==> config.mk <==
export PLATFORM = sky130hd
export DESIGN_NAME = ps2_kbd_ascii
export DESIGN_NICKNAME = d
export VERILOG_FILES = /design/src/rtl/ps2_kbd_pkg.sv /design/src/rtl/ps2_kbd_ascii_rx_frame.sv /design/src/rtl/ps2_kbd_ascii.sv
export SDC_FILE = /design/constraint.sdc
export NUM_CORES = 1
export LEC_CHECK = 0
export ABC_CLOCK_PERIOD_IN_PS = 3600
export CAP_MARGIN = 40
export CORE_UTILIZATION = 60
export CTS_CLUSTER_DIAMETER = 30
export DETAILED_ROUTE_END_ITERATION = 16
export PLACE_DENSITY_LB_ADDON = 0.2
export SYNTH_ARGS = -nofsm -noshare
export SYNTH_HDL_FRONTEND = slang
export SYNTH_HIERARCHICAL = 1
export SYNTH_SLANG_ARGS = --single-unit
export TNS_END_PERCENT = 100
==> constraint.sdc <==
create_clock -name i_clk -period 3.6 [get_ports i_clk]
set_input_delay 0.72 -clock i_clk [delete_from_list [all_inputs] [get_ports i_clk]]
set_output_delay 0.72 -clock i_clk [all_outputs]
set_load 0.1 [all_outputs]
==> src/rtl/ps2_kbd_pkg.sv <==
// Shared constants, translator state type and helpers for the PS/2 keyboard receiver.
package ps2_kbd_pkg;

    localparam logic [7:0] SC_EXT    = 8'hE0;
    localparam logic [7:0] SC_BREAK  = 8'hF0;
    localparam logic [7:0] SC_LSHIFT = 8'h12;
    localparam logic [7:0] SC_RSHIFT = 8'h59;
    localparam logic [7:0] SC_CTRL   = 8'h14;
    localparam logic [7:0] SC_CAPS   = 8'h58;
    localparam logic [7:0] SC_ENTER  = 8'h5A;
    localparam logic [7:0] SC_SLASH  = 8'h4A;

    localparam logic [7:0] ASCII_BS    = 8'h08;
    localparam logic [7:0] ASCII_TAB   = 8'h09;
    localparam logic [7:0] ASCII_CR    = 8'h0D;
    localparam logic [7:0] ASCII_ESC   = 8'h1B;
    localparam logic [7:0] ASCII_SPACE = 8'h20;
    localparam logic [7:0] ASCII_SLASH = 8'h2F;

    typedef enum logic [1:0] {
        ST_IDLE   = 2'd0,
        ST_DECODE = 2'd1,
        ST_OUTPUT = 2'd2
    } kbd_state_e;

    function automatic int idle_cnt_width(input int freq);
        int w;
        w = $clog2(freq / 32'sd18000 + 32'sd1);
        return (w < 32'sd1) ? 32'sd1 : w;
    endfunction

    function automatic logic odd_parity_ok(input logic [8:0] bits);
        return ^bits;
    endfunction

endpackage

==> src/rtl/ps2_kbd_ascii_rx_frame.sv <==
// PS/2 line conditioning and 11-bit frame receiver.
// Parity is checked only when PS2_KBD_PARITY_CHECK_EN is defined.
module ps2_rx_frame
    import ps2_kbd_pkg::*;
#(
    parameter int clk_freq                  = 50_000_000,
    parameter int ps2_debounce_counter_size = 8
) (
    input  logic       i_clk,
    input  logic       i_rst_n,
    input  logic       i_ps2_clk,
    input  logic       i_ps2_data,
    output logic       o_code_new,
    output logic [7:0] o_code
);
    localparam int DN = ps2_debounce_counter_size;
    localparam int IW = idle_cnt_width(clk_freq);
    localparam logic [DN-1:0] DB_MAX    = {DN{1'b1}};
    localparam logic [DN-1:0] DB_ONE    = DN'(1);
    localparam logic [IW-1:0] IDLE_LAST = IW'(clk_freq / 32'sd18000 - 32'sd1);
    localparam logic [IW-1:0] IDLE_ONE  = IW'(1);

    // bit 0 carries the PS/2 clock, bit 1 the PS/2 data
    logic [1:0]    r_sync1, r_sync2, r_db;
    logic [DN-1:0] r_db_cnt [2];
    logic          r_clk_prev, r_busy;
    logic [10:0]   r_shift;
    logic [IW-1:0] r_idle_cnt;
    logic          w_fall, w_frame_ok;

    assign w_fall = r_clk_prev & ~r_db[0];

    always_comb begin
`ifdef PS2_KBD_PARITY_CHECK_EN
        w_frame_ok = !r_shift[0] && r_shift[10] && odd_parity_ok(r_shift[9:1]);
`else
        w_frame_ok = !r_shift[0] && r_shift[10];
`endif
    end

    // Synchronise both lines and accept a new level only after 2^N stable cycles.
    always_ff @(posedge i_clk) begin
        if (!i_rst_n) begin
            r_sync1 <= 2'b11;
            r_sync2 <= 2'b11;
            r_db    <= 2'b11;
            for (int i = 0; i < 2; i++) r_db_cnt[i] <= {DN{1'b0}};
        end else begin
            r_sync1 <= {i_ps2_data, i_ps2_clk};
            r_sync2 <= r_sync1;
            for (int i = 0; i < 2; i++) begin
                if (r_sync2[i] == r_db[i]) begin
                    r_db_cnt[i] <= {DN{1'b0}};
                end else if (r_db_cnt[i] == DB_MAX) begin
                    r_db[i]     <= r_sync2[i];
                    r_db_cnt[i] <= {DN{1'b0}};
                end else begin
                    r_db_cnt[i] <= r_db_cnt[i] + DB_ONE;
                end
            end
        end
    end

    // Shift bits on clock falls; a long-enough high period closes the frame.
    always_ff @(posedge i_clk) begin
        if (!i_rst_n) begin
            r_clk_prev <= 1'b1;
            r_busy     <= 1'b0;
            r_shift    <= 11'h000;
            r_idle_cnt <= {IW{1'b0}};
            o_code_new <= 1'b0;
            o_code     <= 8'h00;
        end else begin
            r_clk_prev <= r_db[0];
            o_code_new <= 1'b0;
            if (w_fall) begin
                r_shift    <= {r_db[1], r_shift[10:1]};
                r_busy     <= 1'b1;
                r_idle_cnt <= {IW{1'b0}};
            end else if (r_busy && r_db[0]) begin
                if (r_idle_cnt == IDLE_LAST) begin
                    r_busy     <= 1'b0;
                    r_idle_cnt <= {IW{1'b0}};
                    r_shift    <= 11'h000;
                    if (w_frame_ok) begin
                        o_code_new <= 1'b1;
                        o_code     <= r_shift[8:1];
                    end
                end else begin
                    r_idle_cnt <= r_idle_cnt + IDLE_ONE;
                end
            end else begin
                r_idle_cnt <= {IW{1'b0}};
            end
        end
    end

endmodule

==> src/rtl/ps2_kbd_ascii.sv <==
// PS/2 keyboard to ASCII translator (scan code set 2, US layout).
// Optional parity check via PS2_KBD_PARITY_CHECK_EN (handled in ps2_rx_frame).
module ps2_kbd_ascii
    import ps2_kbd_pkg::*;
#(
    parameter int clk_freq                  = 50_000_000,
    parameter int ps2_debounce_counter_size = 8
) (
    input  logic       i_clk,
    input  logic       i_rst_n,
    input  logic       i_ps2_clk,
    input  logic       i_ps2_data,
    output logic       o_ascii_new,
    output logic [7:0] o_ascii_code
);
    logic       w_code_new;
    logic [7:0] w_code;
    kbd_state_e r_state;
    logic [7:0] r_code;
    logic       r_ext, r_brk, r_shift_on, r_ctrl, r_caps, r_caps_held;
    logic [7:0] w_letter, w_sym_lo, w_sym_hi, w_map_char;
    logic       w_map_hit;

    ps2_rx_frame #(
        .clk_freq                  (clk_freq),
        .ps2_debounce_counter_size (ps2_debounce_counter_size)
    ) u_rx (
        .i_clk      (i_clk),
        .i_rst_n    (i_rst_n),
        .i_ps2_clk  (i_ps2_clk),
        .i_ps2_data (i_ps2_data),
        .o_code_new (w_code_new),
        .o_code     (w_code)
    );

    // Key table: letters give their lowercase form, other keys an unshifted/shifted pair.
    always_comb begin
        w_letter = 8'h00;
        w_sym_lo = 8'h00;
        w_sym_hi = 8'h00;
        case (r_code)
            8'h1C: w_letter = 8'h61;  8'h32: w_letter = 8'h62;  8'h21: w_letter = 8'h63;
            8'h23: w_letter = 8'h64;  8'h24: w_letter = 8'h65;  8'h2B: w_letter = 8'h66;
            8'h34: w_letter = 8'h67;  8'h33: w_letter = 8'h68;  8'h43: w_letter = 8'h69;
            8'h3B: w_letter = 8'h6A;  8'h42: w_letter = 8'h6B;  8'h4B: w_letter = 8'h6C;
            8'h3A: w_letter = 8'h6D;  8'h31: w_letter = 8'h6E;  8'h44: w_letter = 8'h6F;
            8'h4D: w_letter = 8'h70;  8'h15: w_letter = 8'h71;  8'h2D: w_letter = 8'h72;
            8'h1B: w_letter = 8'h73;  8'h2C: w_letter = 8'h74;  8'h3C: w_letter = 8'h75;
            8'h2A: w_letter = 8'h76;  8'h1D: w_letter = 8'h77;  8'h22: w_letter = 8'h78;
            8'h35: w_letter = 8'h79;  8'h1A: w_letter = 8'h7A;
            8'h16: {w_sym_lo, w_sym_hi} = {8'h31, 8'h21};
            8'h1E: {w_sym_lo, w_sym_hi} = {8'h32, 8'h40};
            8'h26: {w_sym_lo, w_sym_hi} = {8'h33, 8'h23};
            8'h25: {w_sym_lo, w_sym_hi} = {8'h34, 8'h24};
            8'h2E: {w_sym_lo, w_sym_hi} = {8'h35, 8'h25};
            8'h36: {w_sym_lo, w_sym_hi} = {8'h36, 8'h5E};
            8'h3D: {w_sym_lo, w_sym_hi} = {8'h37, 8'h26};
            8'h3E: {w_sym_lo, w_sym_hi} = {8'h38, 8'h2A};
            8'h46: {w_sym_lo, w_sym_hi} = {8'h39, 8'h28};
            8'h45: {w_sym_lo, w_sym_hi} = {8'h30, 8'h29};
            8'h0E: {w_sym_lo, w_sym_hi} = {8'h60, 8'h7E};
            8'h4E: {w_sym_lo, w_sym_hi} = {8'h2D, 8'h5F};
            8'h55: {w_sym_lo, w_sym_hi} = {8'h3D, 8'h2B};
            8'h54: {w_sym_lo, w_sym_hi} = {8'h5B, 8'h7B};
            8'h5B: {w_sym_lo, w_sym_hi} = {8'h5D, 8'h7D};
            8'h5D: {w_sym_lo, w_sym_hi} = {8'h5C, 8'h7C};
            8'h4C: {w_sym_lo, w_sym_hi} = {8'h3B, 8'h3A};
            8'h52: {w_sym_lo, w_sym_hi} = {8'h27, 8'h22};
            8'h41: {w_sym_lo, w_sym_hi} = {8'h2C, 8'h3C};
            8'h49: {w_sym_lo, w_sym_hi} = {8'h2E, 8'h3E};
            8'h4A: {w_sym_lo, w_sym_hi} = {8'h2F, 8'h3F};
            8'h29: {w_sym_lo, w_sym_hi} = {ASCII_SPACE, ASCII_SPACE};
            8'h5A: {w_sym_lo, w_sym_hi} = {ASCII_CR, ASCII_CR};
            8'h66: {w_sym_lo, w_sym_hi} = {ASCII_BS, ASCII_BS};
            8'h0D: {w_sym_lo, w_sym_hi} = {ASCII_TAB, ASCII_TAB};
            8'h76: {w_sym_lo, w_sym_hi} = {ASCII_ESC, ASCII_ESC};
            default: w_letter = 8'h00;
        endcase
    end

    // Apply modifiers; ctrl wins over case for letters.
    always_comb begin
        w_map_hit  = 1'b0;
        w_map_char = 8'h00;
        if (r_ext) begin
            case (r_code)
                SC_ENTER: begin w_map_hit = 1'b1; w_map_char = ASCII_CR;    end
                SC_SLASH: begin w_map_hit = 1'b1; w_map_char = ASCII_SLASH; end
                default:  w_map_hit = 1'b0;
            endcase
        end else if (w_letter != 8'h00) begin
            w_map_hit = 1'b1;
            if (r_ctrl)                    w_map_char = w_letter - 8'h60;
            else if (r_shift_on ^ r_caps)  w_map_char = w_letter - 8'h20;
            else                           w_map_char = w_letter;
        end else if (w_sym_lo != 8'h00) begin
            w_map_hit  = 1'b1;
            w_map_char = r_shift_on ? w_sym_hi : w_sym_lo;
        end else begin
            w_map_hit = 1'b0;
        end
    end

    // Translator FSM: prefix/modifier tracking and the registered character strobe.
    always_ff @(posedge i_clk) begin
        if (!i_rst_n) begin
            r_state      <= ST_IDLE;
            r_code       <= 8'h00;
            r_ext        <= 1'b0;
            r_brk        <= 1'b0;
            r_shift_on   <= 1'b0;
            r_ctrl       <= 1'b0;
            r_caps       <= 1'b0;
            r_caps_held  <= 1'b0;
            o_ascii_new  <= 1'b0;
            o_ascii_code <= 8'h00;
        end else begin
            o_ascii_new <= 1'b0;
            case (r_state)
                ST_IDLE: begin
                    if (w_code_new) begin
                        r_code  <= w_code;
                        r_state <= ST_DECODE;
                    end
                end
                ST_DECODE: begin
                    r_state <= ST_OUTPUT;
                    if (r_code == SC_EXT) begin
                        r_ext <= 1'b1;
                    end else if (r_code == SC_BREAK) begin
                        r_brk <= 1'b1;
                    end else if (r_brk) begin
                        r_brk <= 1'b0;
                        r_ext <= 1'b0;
                        if (r_code == SC_LSHIFT || r_code == SC_RSHIFT) r_shift_on  <= 1'b0;
                        if (r_code == SC_CTRL)                          r_ctrl      <= 1'b0;
                        if (r_code == SC_CAPS)                          r_caps_held <= 1'b0;
                    end else begin
                        r_ext <= 1'b0;
                        if (!r_ext && (r_code == SC_LSHIFT || r_code == SC_RSHIFT)) begin
                            r_shift_on <= 1'b1;
                        end else if (!r_ext && r_code == SC_CTRL) begin
                            r_ctrl <= 1'b1;
                        end else if (!r_ext && r_code == SC_CAPS) begin
                            if (!r_caps_held) begin
                                r_caps      <= ~r_caps;
                                r_caps_held <= 1'b1;
                            end
                        end else if (w_map_hit) begin
                            o_ascii_new  <= 1'b1;
                            o_ascii_code <= w_map_char;
                        end
                    end
                end
                ST_OUTPUT: r_state <= ST_IDLE;
                default:   r_state <= ST_IDLE;
            endcase
        end
    end

endmodule

==> flow_summary_export.csv <==
group,metric,value,unit
status,outcome,"finished, final reports clean",
logic_synthesis,ys_ff_latch,81,
worst_hold_path,min_path_type,"flop to flop",
detailed_routing,drt_wl_total,12000,um
clock_network,htreeDepth,3,
finish,nNetsFinal,596,
clock_network,cts_resized,0,
setup_path,startpoint_type,"flop",
clock_network,root_buffer,"clkbuf_8",
clock_network,clkSinkCount,81,
setup_path,max_stage_delay,0.91,ns
logic_synthesis,async_reset_ff_frac,0,
detailed_routing,wl_met2,5600,um
logic_synthesis,synth_top_area_frac,0.272,
setup_path,worst_r2r_endpoint,"o_ascii_code[5]",
sta,clock.fmax,324,MHz
clock_network,hold_buffers,0,
power,ir_worst_vdd,305,uV
floorplan,start_util,0.619,
floorplan,rows,32,
setup_path,crit_family,"compound AO/OA/AOI/OAI gates",
detailed_routing,vias,4355,
detailed_routing,routed_via_density,6.28,
setup_path,path_buf_inv,0,
finish,synthToLayoutAreaGrowth,11.0,%
sta,fin_ws,0.516,ns
power,p_leak,1.76,nW
clock_network,cts_setup_buffers,0,
setup_path,critPathKind,"flop to flop",
grt,grt_max_degree,26,
detailed_routing,topRoutingLayerUsed,"met4",
finish,n_fill_cell,589,
power,power_density,322,mW/mm^2
detailed_routing,ant_nets,0,
finish,drive_above_1_share,0.105,
grt,antenna_found_initial,0,
setup_path,crit_start,"r_code[3]",
setup_path,critPathMaxFanout,25,
detailed_routing,drt_pass1_iterations,5,
floorplan,die_w,91.3,um
sta,grt_setup_unrepaired,"false",
clock_network,cts_tree,"done",
logic_synthesis,yosysSeqAreaShare,0.372,
setup_path,r2r-start,"r_code[3]",
setup_path,end_kind,"flop",
floorplan,core_area,0.00773,mm^2
placement,portBuffers,12,
logic_synthesis,netlist_top_cells_area,"dfxtp_1 (27%), edfxtp_1 (10%), nand2_1 (5.0%)",
sta,setup_viol,0,
sta,min_period_over_period,0.857,
clock_network,path_clk_slew,0.09,ns
floorplan,die_y,91.3,um
grt,grt_use_total,0.302,
detailed_routing,drc,0,
setup_path,r2r_slack,0.52,ns
worst_hold_path,hp-start,"u_rx/r_sync1[0]",
worst_hold_path,whs_endpoint,"u_rx/r_sync2[0]",
sta,worstMarginPinSlew,0.886,ns
logic_synthesis,syn-instance-count,569,
logic_synthesis,synth_cell_types,76,
detailed_routing,drt_iter0_markers,390,
finish,antenna_cells,0,
sta,fin_worst_skew,0.0135,ns
setup_path,cp_data_arrival_time,3.39,ns
sta,fin_crit,3.08,ns
detailed_routing,wl_met3,862,um
grt,grt_pass1_vias,4231,
clock_network,cts.path.max_buffers,2,
logic_synthesis,syn_area,0.00479,mm^2
logic_synthesis,synth_top_area_cell,"dfxtp_1",
logic_synthesis,yosysWarnings,6,
clock_network,worstSkewPairLatency,0.36,ns
sta,slew_viol_final,0,
detailed_routing,met1_length,4680,um
setup_path,path_cells,"and2b_1, o22ai_1, a32o_1, a21oi_1, and2_1, ha_1, a2111oi_0, a21o_1, o221a_2",
job,drv_cap,0,
grt,grt-ovfl-total,0,
worst_hold_path,min_path_cells,1,
sta,relSlewSlack,0.408,
sta,finalSetupTns,0,ns
logic_synthesis,synth_flop_cell,"dfxtp_1",
sta,hold_viol_final,0,
placement,hpwl,8570,um
detailed_routing,routedWlPerCell,17.3,um
placement,gp_congestion,1.06,
finish,post-route-util,0.687,
finish,multi_input_area,0.00278,mm^2
logic_synthesis,synth_area_per_cell,8.41,um^2
logic_synthesis,synth_edf_count,16,
floorplan,io_pins,13,
placement,dpl_worst_slack,0.632,ns
setup_path,r2r_cells,9,
floorplan,die-area,0.00834,mm^2
finish,seqCellArea,0.00178,mm^2
clock_network,cts_buffers,9,
setup_path,cp_slowest_cell,"dfxtp_1",
grt,grt_pass1_wl,19900,um
setup_path,critPathRequiredTime,3.91,ns
worst register-to-register path, delay by kind of cell, from the launching register on:
family | cells | cell delay [ns]
flip-flops | 1 | 0.91
AO/OA/AOI/OAI | 6 | 1.30
adder cells (fa/ha/maj) | 1 | 0.24
AND/OR/NAND/NOR | 2 | 0.60
cell families (layout without fill, tap and decap cells):
group           count (synthesis)  in the layout  share of synthesized area
buf+inv                        57             64                     0.0588
compound gates                114            114                      0.155
other cells                     1             16                   0.000783
simple gates                  265            265                      0.309
flops                          81             81                      0.372
fa+ha+maj                       6              6                     0.0157
mux                            20             20                     0.0429
xor+xnor                       25             25                     0.0457
layer usage:
layer	vias up	global-route usage
met5	-	0
met4	0	0.220
met3	79	0.0578
met2	208	0.512
met1	2012	0.339
li1	2056	-
sequential cells by signal, summed over array words and instances, names as in the netlist:
| signal | count |
|---|---|
| r_code | 8 |
| o_ascii_new | 1 |
| u_rx/r_clk_prev | 1 |
| u_rx/r_sync2 | 2 |
| r_brk | 1 |
| u_rx/r_busy | 1 |
| o_ascii_code | 8 |
| r_caps | 1 |
| u_rx/o_code | 8 |
| u_rx/o_code_new | 1 |
| r_state | 2 |
| r_caps_held | 1 |
| r_ctrl | 1 |
| u_rx/r_idle_cnt | 12 |
| u_rx/r_db_cnt | 16 |
| r_ext | 1 |
| u_rx/r_db | 2 |
| r_shift_on | 1 |
| u_rx/r_shift | 11 |
| u_rx/r_sync1 | 2 |
cell usage in the layout (no fill, tap or decap), drive strengths merged, types with 5 or more instances in the layout:
master,count
a31oi,7
nand3,23
conb,16
mux2i,19
nand4,7
a21oi,40
o21ai,23
clkdlybuf4s50,12
and2,7
xnor2,14
nor2b,15
nor3,26
nor4,7
ha,6
buf,20
edfxtp,16
dfxtp,65
nor4b,5
nand2,64
nand2b,13
xor2,11
nor2,62
inv,20
nor3b,6
clkbuf,10
synth_stat cells (all sizes together), types with 5 or more instances:
cell and number:
edfxtp 16, a31oi 7, and2 7, nor4b 5, nor3 26, dfxtp 65, nor2 62, nand3 23
inv 16, nor2b 15, nor3b 6, buf 21, nor4 7, xnor2 14, xor2 11, o21ai 23
nand2b 13, a21oi 40, clkbuf 20, nand4 7, ha 6, nand2 64, mux2i 19
through the flow:
step / total power [mW] / hold WS (ns) / area (um^2) / std cells
after floorplan: 0.985 / 0.386 / 4840 / 584
after global placement: 0.994 / 0.395 / 4950 / 668
after detailed placement: 0.995 / 0.398 / 5090 / 677
after CTS: 1.73 / 0.417 / 5310 / 693
after global routing: 1.77 / 0.433 / 5310 / 693
final: 1.71 / 0.419 / 5310 / 693
worst max path at each step:
stage                                  to  slack (ns)  cells past startpoint
after global routing      o_ascii_code[5]        0.35                      9
after global placement    o_ascii_code[5]        0.62                      8
final                     o_ascii_code[5]        0.52                      9
after detailed placement  o_ascii_code[5]        0.63                      8
after floorplan           o_ascii_code[5]        1.20                     11
after CTS                 o_ascii_code[5]        0.63                      8
report_power, final:
part | internal (mW) | total, mW | switching [mW] | leakage (nW)
logic | 0.0129 | 0.0343 | 0.0214 | 0.964
clock network | 0.375 | 0.738 | 0.363 | 0.111
registers | 0.933 | 0.941 | 0.00761 | 0.689
total | 1.32 | 1.71 | 0.392 | 1.76
final cells by class:
type / instances / area share
multi-input cells: 446 / 0.523
repair buffers: 32 / 0.0636
clock buffers: 10 / 0.0280
inverters: 16 / 0.0113
flip-flops and latches: 81 / 0.335
well taps: 102 / 0.0240
clock inverters: 6 / 0.0141
Note: power is estimated with default switching activity, not from simulation.
